--- config.mk ---
export PLATFORM = sky130hd
export DESIGN_NAME = imuldiv_ctl
export DESIGN_NICKNAME = d
export VERILOG_FILES = /design/src/rtl/imuldiv_pkg.sv /design/src/rtl/imuldiv_ctl_step.sv /design/src/rtl/imuldiv_ctl.sv
export SDC_FILE = /design/constraint.sdc
export NUM_CORES = 1
export LEC_CHECK = 0
export CAP_MARGIN = 5
export CORE_MARGIN = 4
export CORE_UTILIZATION = 45
export CTS_BUF_LIST = sky130_fd_sc_hd__clkbuf_8
export DETAILED_ROUTE_END_ITERATION = 16
export SYNTH_ARGS = -nofsm -noshare
export SYNTH_HDL_FRONTEND = slang
export SYNTH_SLANG_ARGS = --single-unit
--- constraint.sdc ---
create_clock -name clk -period 5.2 [get_ports clk]
set_input_delay 1.04 -clock clk [delete_from_list [all_inputs] [get_ports clk]]
set_output_delay 1.04 -clock clk [all_outputs]
set_load 0.005 [all_outputs]
--- src/rtl/imuldiv_pkg.sv ---
// Shared constants for the integer multiply/divide sequencer: op encodings,
// FSM state encodings, iteration count and a magnitude helper.
package imuldiv_pkg;

  localparam int CPU_DATA_WIDTH  = 32;
  localparam int CPU_IMDOP_WIDTH = 4;
  localparam int IMD_STEPS       = 32;

  localparam logic [CPU_IMDOP_WIDTH-1:0] CPU_IMDOP_IDLE = 4'd0;
  localparam logic [CPU_IMDOP_WIDTH-1:0] CPU_IMDOP_MUL  = 4'd1;
  localparam logic [CPU_IMDOP_WIDTH-1:0] CPU_IMDOP_MULU = 4'd2;
  localparam logic [CPU_IMDOP_WIDTH-1:0] CPU_IMDOP_DIV  = 4'd3;
  localparam logic [CPU_IMDOP_WIDTH-1:0] CPU_IMDOP_DIVU = 4'd4;
  localparam logic [CPU_IMDOP_WIDTH-1:0] CPU_IMDOP_MFHI = 4'd5;
  localparam logic [CPU_IMDOP_WIDTH-1:0] CPU_IMDOP_MFLO = 4'd6;
  localparam logic [CPU_IMDOP_WIDTH-1:0] CPU_IMDOP_MTHI = 4'd7;
  localparam logic [CPU_IMDOP_WIDTH-1:0] CPU_IMDOP_MTLO = 4'd8;

  typedef enum logic [1:0] {
    IMD_ST_IDLE = 2'd0,
    IMD_ST_MUL  = 2'd1,
    IMD_ST_DIV  = 2'd2,
    IMD_ST_FIX  = 2'd3
  } imd_state_e;

  // Two's-complement magnitude; 0x8000_0000 maps to itself, read as unsigned.
  function automatic logic [CPU_DATA_WIDTH-1:0] imd_abs(input logic [CPU_DATA_WIDTH-1:0] v,
                                                        input logic is_signed);
    imd_abs = (is_signed && v[CPU_DATA_WIDTH-1]) ? (~v + 1'b1) : v;
  endfunction

endpackage

--- src/rtl/imuldiv_ctl_step.sv ---
// One combinational iteration step: shift-add multiply (acc = {hi, multiplier})
// or restoring divide (acc = {remainder, dividend/quotient}).
module imuldiv_ctl_step
  import imuldiv_pkg::*;
(
  input  logic                        is_div,
  input  logic [2*CPU_DATA_WIDTH-1:0] acc,
  input  logic [CPU_DATA_WIDTH-1:0]   operand,
  output logic [2*CPU_DATA_WIDTH-1:0] acc_next
);

  logic [CPU_DATA_WIDTH:0] sum;
  logic [CPU_DATA_WIDTH:0] shifted;
  logic [CPU_DATA_WIDTH:0] diff;

  always_comb begin
    sum      = '0;
    shifted  = '0;
    diff     = '0;
    acc_next = acc;
    if (!is_div) begin
      sum      = {1'b0, acc[63:32]} + (acc[0] ? {1'b0, operand} : 33'd0);
      acc_next = {sum, acc[31:1]};
    end else begin
      // Remainder stays below the divisor, so bit 32 of diff is a clean borrow.
      shifted = {acc[63:32], acc[31]};
      diff    = shifted - {1'b0, operand};
      if (!diff[32]) acc_next = {diff[31:0], acc[30:0], 1'b1};
      else           acc_next = {shifted[31:0], acc[30:0], 1'b0};
    end
  end

endmodule

--- src/rtl/imuldiv_ctl.sv ---
// Multiply/divide sequencer with HI/LO registers and pipeline stall generation.
// Define CPU_IMULDIV_FAST_MUL_EN for a single-cycle multiplier; DIV stays iterative.
module imuldiv_ctl
  import imuldiv_pkg::*;
(
  input  logic                       clk,
  input  logic                       nrst,
  input  logic                       i_pipe_stall,
  input  logic [CPU_IMDOP_WIDTH-1:0] i_imd_op,
  input  logic [CPU_DATA_WIDTH-1:0]  i_rs,
  input  logic [CPU_DATA_WIDTH-1:0]  i_rt,
  output logic [CPU_DATA_WIDTH-1:0]  o_result,
  output logic                       o_stall,
  output logic                       o_busy,
  output imd_state_e                 o_dbg_state
);

  // Handshake: decode holds i_imd_op while o_stall=1; the op is consumed on the
  // single edge where state==IDLE, op!=IDLE and i_pipe_stall=0.
  imd_state_e state, state_next;
  logic [4:0]  cnt;
  logic [63:0] acc, acc_step, acc_neg;
  logic [31:0] opb, hi, lo, mag_rs, mag_rt;
  logic        is_div, is_signed, neg_res, neg_rem;
  logic        accept, op_mul, op_div, op_signed, iter_last;

  assign accept    = (state == IMD_ST_IDLE) && (i_imd_op != CPU_IMDOP_IDLE) && !i_pipe_stall;
  assign op_mul    = (i_imd_op == CPU_IMDOP_MUL) || (i_imd_op == CPU_IMDOP_MULU);
  assign op_div    = (i_imd_op == CPU_IMDOP_DIV) || (i_imd_op == CPU_IMDOP_DIVU);
  assign op_signed = (i_imd_op == CPU_IMDOP_MUL) || (i_imd_op == CPU_IMDOP_DIV);
  assign mag_rs    = imd_abs(i_rs, op_signed);
  assign mag_rt    = imd_abs(i_rt, op_signed);
  assign iter_last = (cnt == 5'(IMD_STEPS - 1));
  assign acc_neg   = ~acc + 64'd1;

`ifdef CPU_IMULDIV_FAST_MUL_EN
  logic [63:0] prod_s, prod_u;
  assign prod_s = $signed({{32{i_rs[31]}}, i_rs}) * $signed({{32{i_rt[31]}}, i_rt});
  assign prod_u = {32'd0, i_rs} * {32'd0, i_rt};
  localparam logic ITER_MUL = 1'b0;
`else
  localparam logic ITER_MUL = 1'b1;
`endif

  imuldiv_ctl_step u_step (
    .is_div   (is_div),
    .acc      (acc),
    .operand  (opb),
    .acc_next (acc_step)
  );

  always_comb begin
    state_next  = state;
    o_result    = '0;
    o_stall     = (state != IMD_ST_IDLE) && (i_imd_op != CPU_IMDOP_IDLE);
    o_busy      = (state != IMD_ST_IDLE);
    o_dbg_state = state;
    case (state)
      IMD_ST_IDLE: begin
        if (accept && op_mul && ITER_MUL)        state_next = IMD_ST_MUL;
        else if (accept && op_div && i_rt != '0) state_next = IMD_ST_DIV;
        if (i_imd_op == CPU_IMDOP_MFHI) o_result = hi;
        if (i_imd_op == CPU_IMDOP_MFLO) o_result = lo;
      end
      IMD_ST_MUL, IMD_ST_DIV:
        if (iter_last) state_next = is_signed ? IMD_ST_FIX : IMD_ST_IDLE;
      default: state_next = IMD_ST_IDLE;
    endcase
  end

  always_ff @(posedge clk or negedge nrst) begin
    if (!nrst) state <= IMD_ST_IDLE;
    else       state <= state_next;
  end

  always_ff @(posedge clk or negedge nrst) begin
    if (!nrst) begin
      hi        <= '0;
      lo        <= '0;
      acc       <= '0;
      opb       <= '0;
      cnt       <= '0;
      is_div    <= 1'b0;
      is_signed <= 1'b0;
      neg_res   <= 1'b0;
      neg_rem   <= 1'b0;
    end else begin
      case (state)
        IMD_ST_IDLE: if (accept) begin
          if (i_imd_op == CPU_IMDOP_MTHI) hi <= i_rs;
          if (i_imd_op == CPU_IMDOP_MTLO) lo <= i_rs;
`ifdef CPU_IMULDIV_FAST_MUL_EN
          if (i_imd_op == CPU_IMDOP_MUL)  {hi, lo} <= prod_s;
          if (i_imd_op == CPU_IMDOP_MULU) {hi, lo} <= prod_u;
`endif
          if (op_div && i_rt == '0) begin
            hi <= i_rs;
            lo <= 32'hFFFF_FFFF;
          end else if (op_div || (op_mul && ITER_MUL)) begin
            // Divide iterates on the dividend, multiply on the multiplier.
            is_div    <= op_div;
            is_signed <= op_signed;
            neg_res   <= op_signed && (i_rs[31] ^ i_rt[31]);
            neg_rem   <= op_signed && i_rs[31];
            cnt       <= '0;
            acc       <= {32'd0, op_div ? mag_rs : mag_rt};
            opb       <= op_div ? mag_rt : mag_rs;
          end
        end
        IMD_ST_MUL, IMD_ST_DIV: begin
          acc <= acc_step;
          cnt <= cnt + 5'd1;
          if (iter_last && !is_signed) {hi, lo} <= acc_step;
        end
        default: begin
          if (!is_div) begin
            {hi, lo} <= neg_res ? acc_neg : acc;
          end else begin
            lo <= neg_res ? (~acc[31:0] + 32'd1) : acc[31:0];
            hi <= neg_rem ? (~acc[63:32] + 32'd1) : acc[63:32];
          end
        end
      endcase
    end
  end

endmodule

# Yosys cells after proc, flatten, opt, wreduce, memory -nomap -nowiden
# Cells that the tools add are included.
# W data, S select, Z words.
[totals]
ff_bits = 171
in_bits = 71
wordCells = 111
[classes]
n_reduce_logical = 29
n_mux = 38
n_bitwise = 7
eq_ne = 19
add_sub_neg = 8
[op_table]
columns = ["operator", "n"]
rows = [
  ["$mux W32", 20],
  ["$mux W64", 6],
  ["$add A32 B1 Y32 const B", 4],
  ["$not A32 Y32", 4],
  ["$pmux W32 S2", 2],
  ["$pmux W64 S2", 1],
  ["$add A64 B1 Y64 const B", 1],
  ["$not A64 Y64", 1],
  ["$add A32 B33 Y33", 1],
  ["$sub A33 B32 Y33", 1],
  ["$logic_not A32 Y1", 1],
  ["$reduce_bool A32 Y1", 1],
  ["$eq A4 B3 Y1 const B", 4],
  ["$mux W5", 3],
  ["$logic_and A1 B1 Y1", 11],
  ["$pmux W5 S2", 1],
  ["$ne A3 B1 Y1 const B", 3],
  ["$eq A4 B2 Y1 const B", 2],
  ["$mux W2", 4],
  ["$ne A2 B2 Y1 const B", 4],
  ["$reduce_and A4 Y1", 2],
  ["$reduce_and A3 Y1", 2],
  ["$add A5 B1 Y5 const B", 1],
  ["$eq A5 B5 Y1 const B", 1],
  ["15 further kinds", 20],
]

# Longest topological paths before layout
[logic_depth]
ltp_word = 9
ltp_mapped = 16
depth_no_buf = 13

# Modules after synthesis
# A second synthesis with hierarchy kept.
[unflattened]
cells_unflattened = 2148
hier_area_um2 = 16562.1
[modules_own_cells]
columns = ["module", "area_each_um2", "instances", "seq_area_each_um2", "cells_per_inst"]
rows = [
  ["imuldiv_ctl", 12079.1, 1, 4279.1, 1473],
  ["imuldiv_ctl_step", 4483.0, 1, 0.0, 675],
]

# Least setup slack after synthesis
# Ideal clock, no wire load.
[synth_timing]
path_kind = "input -> register"
startpoint = "input port i_rt[0]"
endpoint = "register hi[23]"
t_required_ns = 5.067
stages = 11
setup_ns = 0.133
n_path_buf = 1
slack_ns = 1.674
arrival_time_ns = 3.392
path_cell_list = "inv_1 -> ha_1 -> or3b_1 -> nor4_2 -> nand4b_1 -> nor4_2 -> nand2_2 -> a31o_2 -> buf_2 -> a2111oi_0 -> nor2_1"
[synth_between]
elab_chain_cells = 5
elab_cells_between_ends = 7
[synth_rtl]
columns = ["element", "line", "source"]
rows = [
  ["from (decl)", "imuldiv_ctl.sv:11", "input logic [CPU_DATA_WIDTH-1:0] i_rt,"],
  ["$logic_not A32 Y1 (*)", "imuldiv_ctl.sv:96", "if (op_div && i_rt == '0) begin"],
  ["$logic_and A1 B1 Y1 (*)", "imuldiv_ctl.sv:96", ""],
  ["$mux W32", "imuldiv_ctl.sv:96", ""],
  ["$mux W32", "imuldiv_ctl.sv:89", "IMD_ST_IDLE: if (accept) begin"],
  ["$pmux W32 S2", "imuldiv_ctl.sv:88", "case (state)"],
  ["to (signal assigned)", "imuldiv_ctl.sv:90", "if (i_imd_op == CPU_IMDOP_MTHI) hi <= i_rs;"],
  ["to (signal assigned)", "imuldiv_ctl.sv:97", "hi <= i_rs;"],
  ["to (signal assigned)", "imuldiv_ctl.sv:113", "if (iter_last && !is_signed) {hi, lo} <= acc_step;"],
  ["to (decl)", "imuldiv_ctl.sv:23", "logic [31:0] opb, hi, lo, mag_rs, mag_rt;"],
]
# Mark *: on every way between the ends. The rest lies on a longest branch, timed or not. The select of a mux whose other input is x is not followed.
# A chain may end at the register's enable or synchronous reset.

# Worst setup path after layout
[layout_timing]
startpoint = "register opb[23]"
endpoint = "register lo[0]"
[layout_between]
elab_chain_cells = 5
[layout_rtl]
columns = ["element", "line", "source"]
rows = [
  ["from (decl)", "imuldiv_ctl.sv:23", ""],
  ["from (signal assigned)", "imuldiv_ctl.sv:107", "opb <= op_div ? mag_rt : mag_rs;"],
  ["$sub A33 B32 Y33", "imuldiv_ctl_step.sv:27", "diff = shifted - {1'b0, operand};"],
  ["$mux W64", "imuldiv_ctl_step.sv:28", "if (!diff[32]) acc_next = {diff[31:0], acc[30:0], 1'b1};"],
  ["$mux W64", "imuldiv_ctl_step.sv:21", "if (!is_div) begin"],
  ["$mux W32", "imuldiv_ctl.sv:113", ""],
  ["$pmux W32 S2", "imuldiv_ctl.sv:88", ""],
  ["to (signal assigned)", "imuldiv_ctl.sv:91", "if (i_imd_op == CPU_IMDOP_MTLO) lo <= i_rs;"],
  ["to (signal assigned)", "imuldiv_ctl.sv:113", ""],
  ["to (signal assigned)", "imuldiv_ctl.sv:117", "{hi, lo} <= neg_res ? acc_neg : acc;"],
  ["to (decl)", "imuldiv_ctl.sv:23", ""],
]
# Every way passes these cells. The select of a mux whose other input is x is not followed.

==> flow_summary.ini <==
[outcome]
status = completed

[layout]
drive_gt1_share_pct = 7.283
fin_nets = 2332
final_cell_mix = nand2_1 (243), nor2_1 (222), a21oi_1 (210)
area_delta_synth_final_pct = 11.45
layout_commonest_cell = nand2_1

[synthesis]
yosys_most_used_dff = dfrtp_1
synthArstFlopShare_pct = 100.0
synth_nets = 2301
synth.area.top_cells = dfrtp_1 (26%), a21oi_1 (6.4%), nand2_1 (5.6%), ha_1 (5.5%), nor2_1 (5.1%)
synth_top_area_share_pct = 26.10
synth_cells = 2156
ys_seq_area_share_pct = 26.10
synth_area_per_cell_um2 = 7.603
yosysUniqueCellTypes = 85
synth_edf_count = 0
syn-cell-area_um2 = 16390
synth_seq_cells = 171
yosysTopAreaCell = dfrtp_1
yosys_warnings = 0

[clock_network]
root_buffer = clkbuf_8
cts_resized = 0
cts.sinks = 171
hold_buffers = 0
cts_made_buffers = 17
cts_max_level = 4
cts_buffer_depth = 2
cts_tree = yes
cts_setup_buffers = 0
clk_pin_slew_worst_paths_ps = 100
clk_latency_ps = 480

[hold_path]
holdPathStages = 2
hold-path-endpoint = lo[31]$_DFFE_PN0P_
hp-start = lo[31]$_DFFE_PN0P_
min_path_type = register to register

[sta]
skew_ps = 18.95
holdWs_ps = 491.6
fmaxAchievable_mhz = 220.4
slew_headroom_pct = 26.81
hold_viol_final = 0
setup_viol = 0
fin_crit_sh_pct = 87.26
rsz0062_at_grt = false
drv_slew = 0
worstMarginPinSlew_ps = 1086
fin_setup_tns_ps = 0
min_period_ps = 4537

[power]
pwr-share-comb_pct = 66.3
power_density_nw_per_um2 = 646.6
switching_share_pct = 54.02
intPower_uw = 5431
leakage_uw = 0.007463
vdd_drop_max_mv = 0.5353
power_switching_uw = 6381
p_clk_share_pct = 8.3
power_frac_seq_pct = 25.3

[worst_setup_path]
critPathBufInv = 2
ff2ff_path_depth = 13
reg2reg_from = opb[23]$_DFFE_PN0P_
crit_slowest_cell = o21ai_0
crit_start = opb[23]$_DFFE_PN0P_
worst_setup_path_start_kind = register
worstSetupPathType = register to register
cp.depth = 13
worstPathRequired_ps = 5550
reg2reg_slack_ps = 660
cp_cell_sequence = inv_1, ha_1, nand3_1, nor4_1, nand2_1, o21ai_1, o21ai_1, mux2i_1, buf_4, o21ai_0, o21ai_0, a211oi_1, o31ai_1
cp_top_family = compound AO/OA/AOI/OAI gates
cpPeakStageDelay_ps = 830
crit_path_end_kind = register
reg2reg_to = lo[0]$_DFFE_PN0P_
cp.arrival_ps = 4890
cp_max_fo = 10

[route]
drt_iter0_drc = 1921
maxUsedRoutingLayer = met4
wl_met2_um = 29590
m1WireLength_um = 27840
wl_met3_um = 6886
ant_nets = 0
drcViolationCount = 0
drtPass1Iterations = 6
wl_per_cell_um = 25.41
vias_per_cell = 6.490
routed_wl_um = 67560
vias = 17260

[global_routing]
grt_pass1_wl_um = 101500
grt_pass1_vias = 16210
track_usage_pct = 33.46
overflow = 0
antenna_found_initial = 2
grt_max_degree = 90

[floorplan]
die_w_um = 198.9
die-area_um2 = 39540
num_rows = 69
die_y_um = 198.9
core_area_um2 = 35740
ios = 107
initial_core_util_pct = 45.86

[placed_design]
gp_congestion = 1.058
port_buffers = 106
hpwlAfterDp_um = 52670

[run]
drv_cap = 0
==> cells by family (layout without fill, tap and decap cells) <==
kind of cell    count (synthesis)  in the layout  synth area share [%]
flops                         171            171                 26.10
compound gates                768            768                 30.62
fa+ha+maj                      74             74                 5.740
mux                            52             52                 3.473
simple gates                  705            705                 19.88
xor+xnor                      166            166                 8.870
other cells                     0              1                     0
buf+inv                       220            261                 5.320
==> area by class of cell <==
class | count | area (um^2)
Fill cell | 3568 | 17470
Multi-Input combinational cell | 1765 | 11290
Sequential cell | 171 | 4280
Timing Repair Buffer | 157 | 1470
Tap cell | 461 | 576.8
Inverter | 75 | 281.5
Clock buffer | 17 | 234.0
Clock inverter | 12 | 137.6
Antenna cell | 1 | 2.502
==> stage by stage <==
stage / utilization, % / instance area [um^2] / cells / power (uW) / setup slack, ps
after floorplan: - / 16390 / 2156 / 8051 / 1674
after global placement: 50.07 / 17890 / 2629 / 10530 / 709.7
after detailed placement: 50.07 / 17890 / 2629 / 10620 / 611.9
after CTS: 51.11 / 18270 / 2658 / 11610 / 772.7
after global routing: 51.11 / 18270 / 2658 / 12630 / 555.0
final: 51.11 / 18270 / 2659 / 11810 / 662.7
==> worst min-delay path: stages, from the launching register on <==
cell and delay, ps:
dfrtp_1 350, nand2_1 50, o21ai_0 60
==> worst max path at each step <==
stage / slack [ps] / to
global route: 560 / o_result[28]
finish: 660 / lo[0]$_DFFE_PN0P_
detailed placement: 610 / cnt[2]$_DFFE_PN0P_
floorplan: 1670 / hi[23]$_DFFE_PN0P_
global placement: 710 / cnt[3]$_DFFE_PN0P_
CTS: 770 / o_result[9]
==> sequential cells by signal (all words and copies together), names as in the netlist <==
register	count
acc	64
cnt	5
hi	32
is_div	1
is_signed	1
lo	32
neg_rem	1
neg_res	1
o_dbg_state	2
opb	32
==> synthesized netlist by cell type (8+ instances only) <==
cell      instances
nand2_1         243
nor2_1          224
a21oi_1         211
dfrtp_1         171
o21ai_0         148
clkbuf_1        110
xnor2_1          95
inv_1            74
ha_1             72
xor2_1           71
nand3_1          55
a21o_1           49
a31oi_1          46
nor3_1           40
a22oi_1          38
mux2_2           38
o211ai_1         36
or3_1            28
o21a_1           27
o31ai_1          27
a221o_1          19
buf_2            19
a211oi_1         17
nand2b_1         16
o22ai_1          15
nor2b_1          14
a22o_1           13
mux2i_1          13
o41ai_1          13
a221oi_1         12
o221ai_1         12
buf_1            11
nor4_1           11
and3_1           10
o21ai_1          10
or4_1             9
a311oi_1          8
nand4_1           8
o21bai_1          8
or2_2             8
==> power by group through the flow <==
stage          combinational (uW)  sequential, uW  clock [uW]
2_1_floorplan                5700            2350           0
3_3_place_gp                 7540            2980           0
3_5_place_dp                 7650            2970           0
4_1_cts                      7690            2940         986
5_1_grt                      8580            3020        1030
6_report                     7840            2990         984
==> routing by layer <==
metal	up-vias	global-route usage (%)
li1	7943	-
met1	8315	45.12
met2	864	50.99
met3	135	8.740
met4	0	14.18
met5	-	0
Power figures use the tool's default switching activity.
